### src/rtl/plateau_detect_ctrl.sv
// Plateau detection controller: flushes/warms the running-sum windows, then searches for a
// sustained correlation plateau. Optional det_count statistics under PLATEAU_DETECT_CTRL_STATS_EN.
module plateau_detect_ctrl #(
    parameter int SUM_WIDTH   = 22,
    parameter int WARMUP_LEN  = 64,
    parameter int MIN_HITS    = 48,
    parameter int HOLDOFF_LEN = 160
) (
    input  logic                 clk,
    input  logic                 rstn,
    input  logic                 enable,
    input  logic                 restart,
    input  logic                 src_valid,
    output logic                 sum_in_valid,
    output logic                 win_rstn,
    input  logic [SUM_WIDTH-1:0] sum_corr,
    input  logic [SUM_WIDTH-1:0] sum_pwr,
    input  logic                 sum_valid,
    input  logic [2:0]           thresh_num,
    output logic                 detected,
    output logic [2:0]           state
`ifdef PLATEAU_DETECT_CTRL_STATS_EN
    ,
    output logic [15:0]          det_count
`endif
);

    typedef enum logic [2:0] {
        IDLE   = 3'd0,
        FLUSH  = 3'd1,
        WARMUP = 3'd2,
        SEARCH = 3'd3,
        DETECT = 3'd4,
        HOLD   = 3'd5
    } state_t;

    localparam int FLUSH_LEN = 2;
    localparam int FW = $clog2(FLUSH_LEN) + 1;
    localparam int WW = $clog2(WARMUP_LEN) + 1;
    localparam int HW = $clog2(MIN_HITS) + 1;
    localparam int OW = $clog2(HOLDOFF_LEN) + 1;
    localparam int PW = SUM_WIDTH + 3;

    localparam logic [FW-1:0] FLUSH_LAST = FW'(FLUSH_LEN - 1);
    localparam logic [WW-1:0] WARM_LAST  = WW'(WARMUP_LEN - 1);
    localparam logic [HW-1:0] HIT_LAST   = HW'(MIN_HITS - 1);
    localparam logic [OW-1:0] HOLD_LAST  = OW'(HOLDOFF_LEN - 1);

    state_t        state_q, state_d;
    logic [FW-1:0] flush_q, flush_d;
    logic [WW-1:0] warm_q, warm_d;
    logic [HW-1:0] hit_q, hit_d;
    logic [OW-1:0] hold_q, hold_d;
    logic          win_rstn_q, win_rstn_d;
    logic          detected_q, detected_d;

    logic [PW-1:0] corr_ext;
    logic [PW-1:0] pwr_scaled;
    logic          hit;

    // sum_pwr < 2^W and thresh_num < 8, so the product always fits in W+3 bits
    assign corr_ext   = {sum_corr, 3'b000};
    assign pwr_scaled = PW'(sum_pwr) * PW'(thresh_num);
    assign hit        = (corr_ext > pwr_scaled) && (sum_pwr != '0);

    always_comb begin
        state_d    = state_q;
        flush_d    = flush_q;
        warm_d     = warm_q;
        hit_d      = hit_q;
        hold_d     = hold_q;
        win_rstn_d = win_rstn_q;
        detected_d = 1'b0;

        if (!enable) begin
            state_d    = IDLE;
            flush_d    = '0;
            warm_d     = '0;
            hit_d      = '0;
            hold_d     = '0;
            win_rstn_d = 1'b0;
        end else if (restart && state_q != IDLE) begin
            state_d    = FLUSH;
            flush_d    = '0;
            warm_d     = '0;
            hit_d      = '0;
            hold_d     = '0;
            win_rstn_d = 1'b0;
        end else begin
            unique case (state_q)
                IDLE: begin
                    state_d    = FLUSH;
                    flush_d    = '0;
                    warm_d     = '0;
                    hit_d      = '0;
                    hold_d     = '0;
                    win_rstn_d = 1'b0;
                end
                FLUSH: begin
                    if (flush_q == FLUSH_LAST) begin
                        state_d    = WARMUP;
                        flush_d    = '0;
                        win_rstn_d = 1'b1;
                    end else begin
                        flush_d = flush_q + 1'b1;
                    end
                end
                WARMUP: begin
                    if (sum_valid) begin
                        if (warm_q == WARM_LAST) begin
                            state_d = SEARCH;
                            warm_d  = '0;
                            hit_d   = '0;
                        end else begin
                            warm_d = warm_q + 1'b1;
                        end
                    end
                end
                SEARCH: begin
                    if (sum_valid) begin
                        if (!hit) begin
                            hit_d = '0;
                        end else if (hit_q == HIT_LAST) begin
                            state_d    = DETECT;
                            hit_d      = hit_q + 1'b1;
                            detected_d = 1'b1;
                        end else begin
                            hit_d = hit_q + 1'b1;
                        end
                    end
                end
                DETECT: begin
                    state_d = HOLD;
                    hit_d   = '0;
                    hold_d  = '0;
                end
                HOLD: begin
                    if (sum_valid) begin
                        if (hold_q == HOLD_LAST) begin
                            state_d = SEARCH;
                            hold_d  = '0;
                            hit_d   = '0;
                        end else begin
                            hold_d = hold_q + 1'b1;
                        end
                    end
                end
                default: begin
                    state_d    = IDLE;
                    win_rstn_d = 1'b0;
                end
            endcase
        end
    end

    always_ff @(posedge clk or negedge rstn) begin
        if (!rstn) begin
            state_q    <= IDLE;
            flush_q    <= '0;
            warm_q     <= '0;
            hit_q      <= '0;
            hold_q     <= '0;
            win_rstn_q <= 1'b0;
            detected_q <= 1'b0;
        end else begin
            state_q    <= state_d;
            flush_q    <= flush_d;
            warm_q     <= warm_d;
            hit_q      <= hit_d;
            hold_q     <= hold_d;
            win_rstn_q <= win_rstn_d;
            detected_q <= detected_d;
        end
    end

    // Windows are still being cleared in IDLE/FLUSH, so the sample strobe is gated there
    assign sum_in_valid = src_valid && (state_q != IDLE) && (state_q != FLUSH);
    assign win_rstn     = win_rstn_q;
    assign detected     = detected_q;
    assign state        = state_q;

`ifdef PLATEAU_DETECT_CTRL_STATS_EN
    logic [15:0] det_cnt_q, det_cnt_d;

    always_comb begin
        det_cnt_d = det_cnt_q;
        if (restart) begin
            det_cnt_d = '0;
        end else if (detected_q && det_cnt_q != '1) begin
            det_cnt_d = det_cnt_q + 16'd1;
        end
    end

    always_ff @(posedge clk or negedge rstn) begin
        if (!rstn) begin
            det_cnt_q <= '0;
        end else begin
            det_cnt_q <= det_cnt_d;
        end
    end

    assign det_count = det_cnt_q;
`endif

endmodule

### config.mk
export PLATFORM = sky130hd
export DESIGN_NAME = plateau_detect_ctrl
export DESIGN_NICKNAME = d
export VERILOG_FILES = /design/src/rtl/plateau_detect_ctrl.sv
export SDC_FILE = /design/constraint.sdc
export NUM_CORES = 1
export LEC_CHECK = 0
export CAP_MARGIN = 30
export CORE_MARGIN = 2
export CORE_UTILIZATION = 51
export DETAILED_ROUTE_END_ITERATION = 8
export PLACE_DENSITY = 0.84
export SLEW_MARGIN = 10
export SYNTH_ARGS = -nofsm -noshare
export SYNTH_HDL_FRONTEND = slang
export SYNTH_SLANG_ARGS = --single-unit
export TNS_END_PERCENT = 10
### constraint.sdc
create_clock -name clk -period 2.4 [get_ports clk]
set_clock_uncertainty 0.2 [all_clocks]
set_input_delay 0.24 -clock clk [delete_from_list [all_inputs] [get_ports clk]]
set_output_delay 0.24 -clock clk [all_outputs]
set_load 0.03 [all_outputs]
==> results_dict.tcl, run 1 <==
set metrics [dict create \
    status "complete, but fails checks" \
    violations "negative setup slack" \
    ys_warn_count 0 \
    arrival_ps 4820 \
    synthSimpleGateAreaFrac_pct 24.2 \
    synth_fp_nets 627 \
    clk_pin_slew_ps 70 \
    power_density_nw_per_um2 424 \
    grt_usage_pct 32.1 \
    fill_cells 479 \
    hold_violations 0 \
    die_area_um2 8580 \
    fin_nets 785 \
    cts.sinks 30 \
    final-seq-area_um2 751 \
    cts_tree "built" \
    rsz0062_at_grt "yes" \
    whs_ps 146 \
    cp.required_ps 2370 \
    netlist_instances 504 \
    drive_gt1_share_pct 30.9 \
    crit_path_start_kind "primary input" \
    ir_drop_uv 310 \
    wl_per_cell_um 19.3 \
    p_leak_uw 0.00296 \
    vias_per_cell 6.14 \
    cts_hold_buf 0 \
    fmax_ghz 0.206 \
    multiInputGateArea_um2 3430 \
    clk_path_buf_depth 2 \
    syn2layout_area_growth_pct 49.7 \
    antenna_found_initial 0 \
    min_period_over_period_pct 202 \
    synthAdderAreaFrac_pct 25.8 \
    start_util_pct 52.4 \
    grt_first_pass_wirelength_um 21800 \
    core_area_um2 7650 \
    critical_path_class "in -> reg" \
    num_vias 4700 \
    grt_pass1_vias 4815 \
    relSlewSlack_pct 69.7 \
    synthFlopType "dfrtp_1" \
    ys_seq_elements 30 \
    insertedDiodeCount 0 \
    end_kind "register" \
    drc 0 \
    fp.dieW_um 92.6 \
    ios 59 \
    clk_latency_ps 290 \
    synth_xor_area_share_pct 4.15 \
    cts_buffers 5 \
    place.gp.congestion 0.881 \
    synth_edf_count 0 \
    cts-htree-levels 2 \
    synth_compound_area_share_pct 20.6 \
    fin_ws_ps -2450 \
    seq_area_frac_synth_pct 18.7 \
    ys_types 57 \
    dpl.hpwl_um 9380 \
    root_buffer "clkbuf_8" \
    drt_first_iter_violations 292 \
    drt-total-wl_um 14800 \
    drtAntennaViolNets 0 \
    synthMuxAreaShare_pct 1.03 \
    pre_cts_ws_ps -3050 \
    synth_top_family_by_area "adder cells" \
    rrSetupSlack_ps -120 \
    firstDrtPassIters 5 \
    syn_area_um2 4010 \
    chipHeight_um 92.6 \
    rows 32 \
    gr-total-overflow 0 \
    maxCapViolations 0 \
    slew_viol_final 0 \
    grt_max_degree 31 \
    portBuffers 58 \
    min_period_ps 4850 \
    async_flop_share_pct 100 \
    setup_viol 11 \
    hold_path_class "in -> async" \
    crit_fanout 5 \
    worst_pin_slew_ps 450 \
    avgSynthCellArea_um2 7.95 \
    setup_tns_ps -25690 \
]
## cells by family (layout without fill, tap and decap cells)
group	after synthesis	in the layout
compound gates	119	119
xor+xnor	19	19
fa+ha+maj	70	70
buf+inv	58	217
flops	30	30
mux	4	4
simple gates	204	204
## final timing paths
kind                          startpoint         to  depth (start not counted)
max reg2reg                    hold_q[1]   hit_q[4]                          9
min in group clk               warm_q[5]  warm_q[5]                          1
min reg2reg                    warm_q[5]  warm_q[5]                          1
max                        thresh_num[0]   hit_q[6]                         23
max in group asynchronous           rstn   hit_q[2]                          2
min                                 rstn  hold_q[5]                          2
## routing by layer
metal | global-route usage [%] | part of all wire (%) | wire [um]
met4 | 16.5 | 7.6 | 1120
met2 | 59.8 | 50 | 7310
met1 | 34.1 | 36 | 5330
met3 | 6.27 | 6.7 | 989
met5 | 0 | 0 | 0
## registers in the layout (all words and copies together) (netlist names)
register	cells
hold_q	9
hit_q	7
warm_q	7
state	3
flush_q	2
detected	1
win_rstn	1
## worst max-delay path, cell delays in order
cell and delay [ps]:
buf_6 120, buf_12 120, nand2_2 60, fa_1 440, inv_1 130, ha_4 220
a21o_1 240, a221oi_4 330, o221a_4 260, o21ai_4 80, or4_4 520, a31oi_4 190
o21ai_2 80, xnor2_1 130, ha_1 290, nand4_1 160, nor2_2 230, nand2_2 140
o21ai_4 200, nor4_4 70, o21a_1 170, a21o_1 190, a22o_1 200
## per-stage QoR
step                total power (uW)  area (um^2)  std cells  util [%]
floorplan                       1260         4060        504         -
detailed placement              1810         5370        739      70.3
global route                    2680         5990        765      78.4
global placement                1750         5370        739      70.3
finish                          2540         5990        765      78.4
CTS                             2380         5840        763      76.3
## cell usage in the layout (no fill, tap or decap), types with 4 or more instances in the layout
| cell type | Yosys | layout |
|---|---|---|
| and3_1 | 11 | 11 |
| nand2_1 | 87 | 70 |
| nor4_1 | 6 | 5 |
| nand4_1 | 6 | 6 |
| nand3_2 | 0 | 4 |
| and2_1 | 10 | 8 |
| a21oi_1 | 22 | 12 |
| xnor2_1 | 9 | 8 |
| a21o_1 | 18 | 18 |
| a22o_1 | 4 | 4 |
| ha_1 | 49 | 38 |
| nor3_1 | 9 | 9 |
| o21ai_4 | 0 | 4 |
| o21bai_1 | 4 | 4 |
| o21ai_0 | 29 | 27 |
| nand2_2 | 0 | 14 |
| buf_2 | 1 | 5 |
| o31ai_1 | 4 | 4 |
| clkdlybuf4s15_1 | 0 | 5 |
| a21oi_2 | 0 | 10 |
| nor2b_1 | 9 | 9 |
| clkbuf_8 | 0 | 6 |
| inv_2 | 1 | 4 |
| xor2_1 | 10 | 10 |
| buf_6 | 0 | 7 |
| buf_4 | 0 | 96 |
| nand2b_1 | 7 | 7 |
| fa_1 | 21 | 19 |
| o21a_1 | 5 | 5 |
| nand3_1 | 18 | 14 |
| ha_4 | 0 | 10 |
| inv_1 | 45 | 42 |
| dfrtp_1 | 30 | 30 |
| o21ai_2 | 4 | 5 |
| clkdlybuf4s50_1 | 0 | 38 |
| nor2_1 | 28 | 26 |
## cells in the mapped netlist, drive strengths merged, types with 11 or more instances
master	count	area [um^2]
a21o	19	144
a21oi	22	110
o21ai	39	210
nor2	29	111
ha	49	613
fa	21	420
inv	46	173
dfrtp	30	751
and3	12	80.1
clkbuf	11	41.3
nand3	18	90.1
nand2	87	327
## report_power, final
group	internal, uW	leakage, uW	switching [uW]	total, uW
clock network	230	0.0000472	206	437
logic	774	0.00250	805	1580
registers	513	0.000416	13.5	526
## final cells by class
type / count / area share [%]
tap: 102 / 2.13
clock buffer: 6 / 1.38
inverter: 46 / 2.88
clock inverter: 2 / 0.209
timing repair buffer: 163 / 23.7
sequential: 30 / 12.5
multi-input combinational: 416 / 57.2
## timing repair
item,4_1_cts,5_1_grt
pin swaps,48,35
endpoints found under the setup margin,11,12
buffers inserted,15,4
resized for setup,102,42
cloned,1,0
endpoints found under the hold margin,0,0
Note: power is estimated with default switching activity, not from simulation.
==> inputs of run 2 (changes only) <==
Settings changed: CORE_UTILIZATION 51 to 55, MAX_ROUTING_LAYER set to met4, PLACE_DENSITY 0.84 to 0.86.
Clock period 2.4 ns to 5.9 ns, I/O delays scaled along.
==> run 2 against run 1 <==
The flow now finishes without violations. Combinational power fell by 73%. Flip-flop and latch count did not move. First-iteration DRC count fell by 38%. Sequential power fell by 59%. Sequential share of layout area rose by 2.8 points. Critical path depth did not move. Final area fell by 18%. Global-route usage fell by 5.7 points. Clock power fell by 60%. Hold slack improved by 140 ps.
==> results_dict.tcl, run 2 (synthesized netlist as in run 1, its figures left out) <==
set metrics [dict create \
    clk_pin_slew_ps 70 \
    portBuffers 58 \
    crit_path_start_kind "primary input" \
    drc 0 \
    drtAntennaViolNets 0 \
    mostFrequentLayoutCells "nand2_1, clkdlybuf4s50_1, ha_1" \
    grtUsageMet1_pct 31.6 \
    rrSetupSlack_ps 3070 \
    fin_cells 669 \
    worstReg2RegEnd "hit_q[4]" \
    num_vias 3855 \
    holdPathStages 1 \
    hp-start "hold_q[7]" \
    grt_first_pass_wirelength_um 16400 \
    firstDrtPassIters 5 \
    place.gp.congestion 0.934 \
    hold_path_class "reg -> reg" \
    ir_drop_uv 85.9 \
    relSlewSlack_pct 51.0 \
    fmax_ghz 0.178 \
    cts_buffers 5 \
    use_met2_pct 46.1 \
    reg2reg_from "hold_q[0]" \
    maxCapViolations 0 \
    reg_top3 "hold_q (9), hit_q (7), warm_q (7)" \
    fin_nets 692 \
    dpl.hpwl_um 8080 \
    largest_reg_flops 9 \
    fp.dieW_um 89.3 \
    fin_ws_ps 279 \
    cts_tree "built" \
    grtUsageMet3_pct 3.60 \
    fill_cells 610 \
    crit_buf_inv 3 \
    antenna_found_initial 0 \
    min_period_over_period_pct 95.3 \
    crit_top_cell "o21ai_2" \
    slowest_stage "clkdlybuf4s50_1" \
    placed_cells 659 \
    whs_ps 284 \
    start_util_pct 56.1 \
    clk_path_buf_depth 2 \
    pre_cts_ws_ps -69.4 \
    grt_max_degree 31 \
    core_area_um2 7140 \
    rows 31 \
    critPathMaxStageDelay_ps 550 \
    chipHeight_um 89.3 \
    end_kind "register" \
    whs_endpoint "hold_q[7]" \
    arrival_ps 5590 \
    path_cells "clkdlybuf4s50_1, buf_6, nand2_1, fa_1, inv_1, ha_1, a21o_1, a221oi_4, o221a_4, o21ai_2, or4_1, a31oi_2, o21ai_2, xnor2_1, ha_1, nand4_1, nor2_2, nand2_1, o21ai_2, nor4_2, o21a_1, a21o_1, a22o_1" \
    drive_gt1_share_pct 7.54 \
    power_density_nw_per_um2 168 \
    cp_top_family "compound AO/OA/AOI/OAI gates" \
    syn2layout_area_growth_pct 22.0 \
    insertedDiodeCount 0 \
    grt_usage_pct 26.4 \
    vias_per_cell 5.76 \
    drt-total-wl_um 9860 \
    root_buffer "clkbuf_8" \
    grt_busiest_layer "met2" \
    cp.required_ps 5870 \
    setup_viol 0 \
    min_period_ps 5620 \
    final_common_cell "nand2_1" \
    gr-total-overflow 0 \
    slew_viol_final 0 \
    clk_latency_ps 290 \
    crit_fanout 16 \
    drt_first_iter_violations 180 \
    cts-htree-levels 2 \
    die_area_um2 7980 \
    critical_path_class "in -> reg" \
    status "complete, no violations" \
    worst_pin_slew_ps 727 \
    wl_per_cell_um 14.7 \
    p_leak_uw 0.00240 \
    cts.sinks 30 \
    top_register "hold_q" \
    ff2ff_path_depth 9 \
    ios 59 \
    grt_pass1_vias 3891 \
    hold_violations 0 \
]
## run 2: changes by cell type in the layout (fill, tap and decap cells not counted), moves of 5 or more
cell             before  now
buf_2                 5    0
ha_4                 10    0
nand2_1              70   87
nand2_2              14    0
a21oi_2              10    0
ha_1                 38   49
buf_4                96   11
clkdlybuf4s50_1      38   57
clkdlybuf4s15_1       5    0
buf_6                 7    1
a21oi_1              12   22
## run 2: routing by layer
| layer | share of wire [%] | routed length [um] | up-vias |
|---|---|---|---|
| met5 | 0 | 0 | - |
| met4 | 2.5 | 244 | 0 |
| met3 | 3.9 | 386 | 24 |
| met2 | 51 | 5020 | 105 |
| met1 | 43 | 4210 | 1840 |
| li1 | - | - | 1886 |
## run 2: area by class of cell
type / instances / area, um^2 / share of cell area, %
multi-input combinational: 416 / 3070 / 62.8
sequential: 30 / 751 / 15.4
timing repair buffer: 70 / 677 / 13.9
inverter: 46 / 173 / 3.53
tap: 99 / 124 / 2.54
clock buffer: 6 / 82.6 / 1.69
clock inverter: 2 / 12.5 / 0.256
## run 2: how the worst max path moves through the flow
stage,from,end,slack (ps),depth (start not counted)
3_3_place_gp,thresh_num[2],state[1],120,21
5_1_grt,sum_pwr[11],hit_q[6],-40,22
6_report,thresh_num[0],hit_q[3],280,23
3_5_place_dp,thresh_num[0],hit_q[3],-70,23
2_1_floorplan,thresh_num[2],hit_q[6],640,22
4_1_cts,thresh_num[1],hit_q[0],210,23
## run 2: report_power, final
group	internal, uW	total (uW)	switching (uW)
Combinational	197	430	233
Clock	93.6	175	81.7
Sequential	208	217	8.75
Total	499	823	324
## run 2: metrics by stage
stage / total power, uW / utilization (%) / TNS [ps] / instance area [um^2]
global placement: 619 / 66.4 / 0 / 4740
finish: 823 / 68.5 / 0 / 4890
floorplan: 505 / - / 0 / 4010
global route: 889 / 68.5 / -77.3 / 4890
detailed placement: 639 / 66.4 / -282 / 4740
CTS: 817 / 67.7 / 0 / 4830
## run 2: repair_timing
item                       CTS  global route
gates resized for setup      0             9
setup endpoints to repair    0            10
buffers inserted             0             2
hold buffers                 0             0
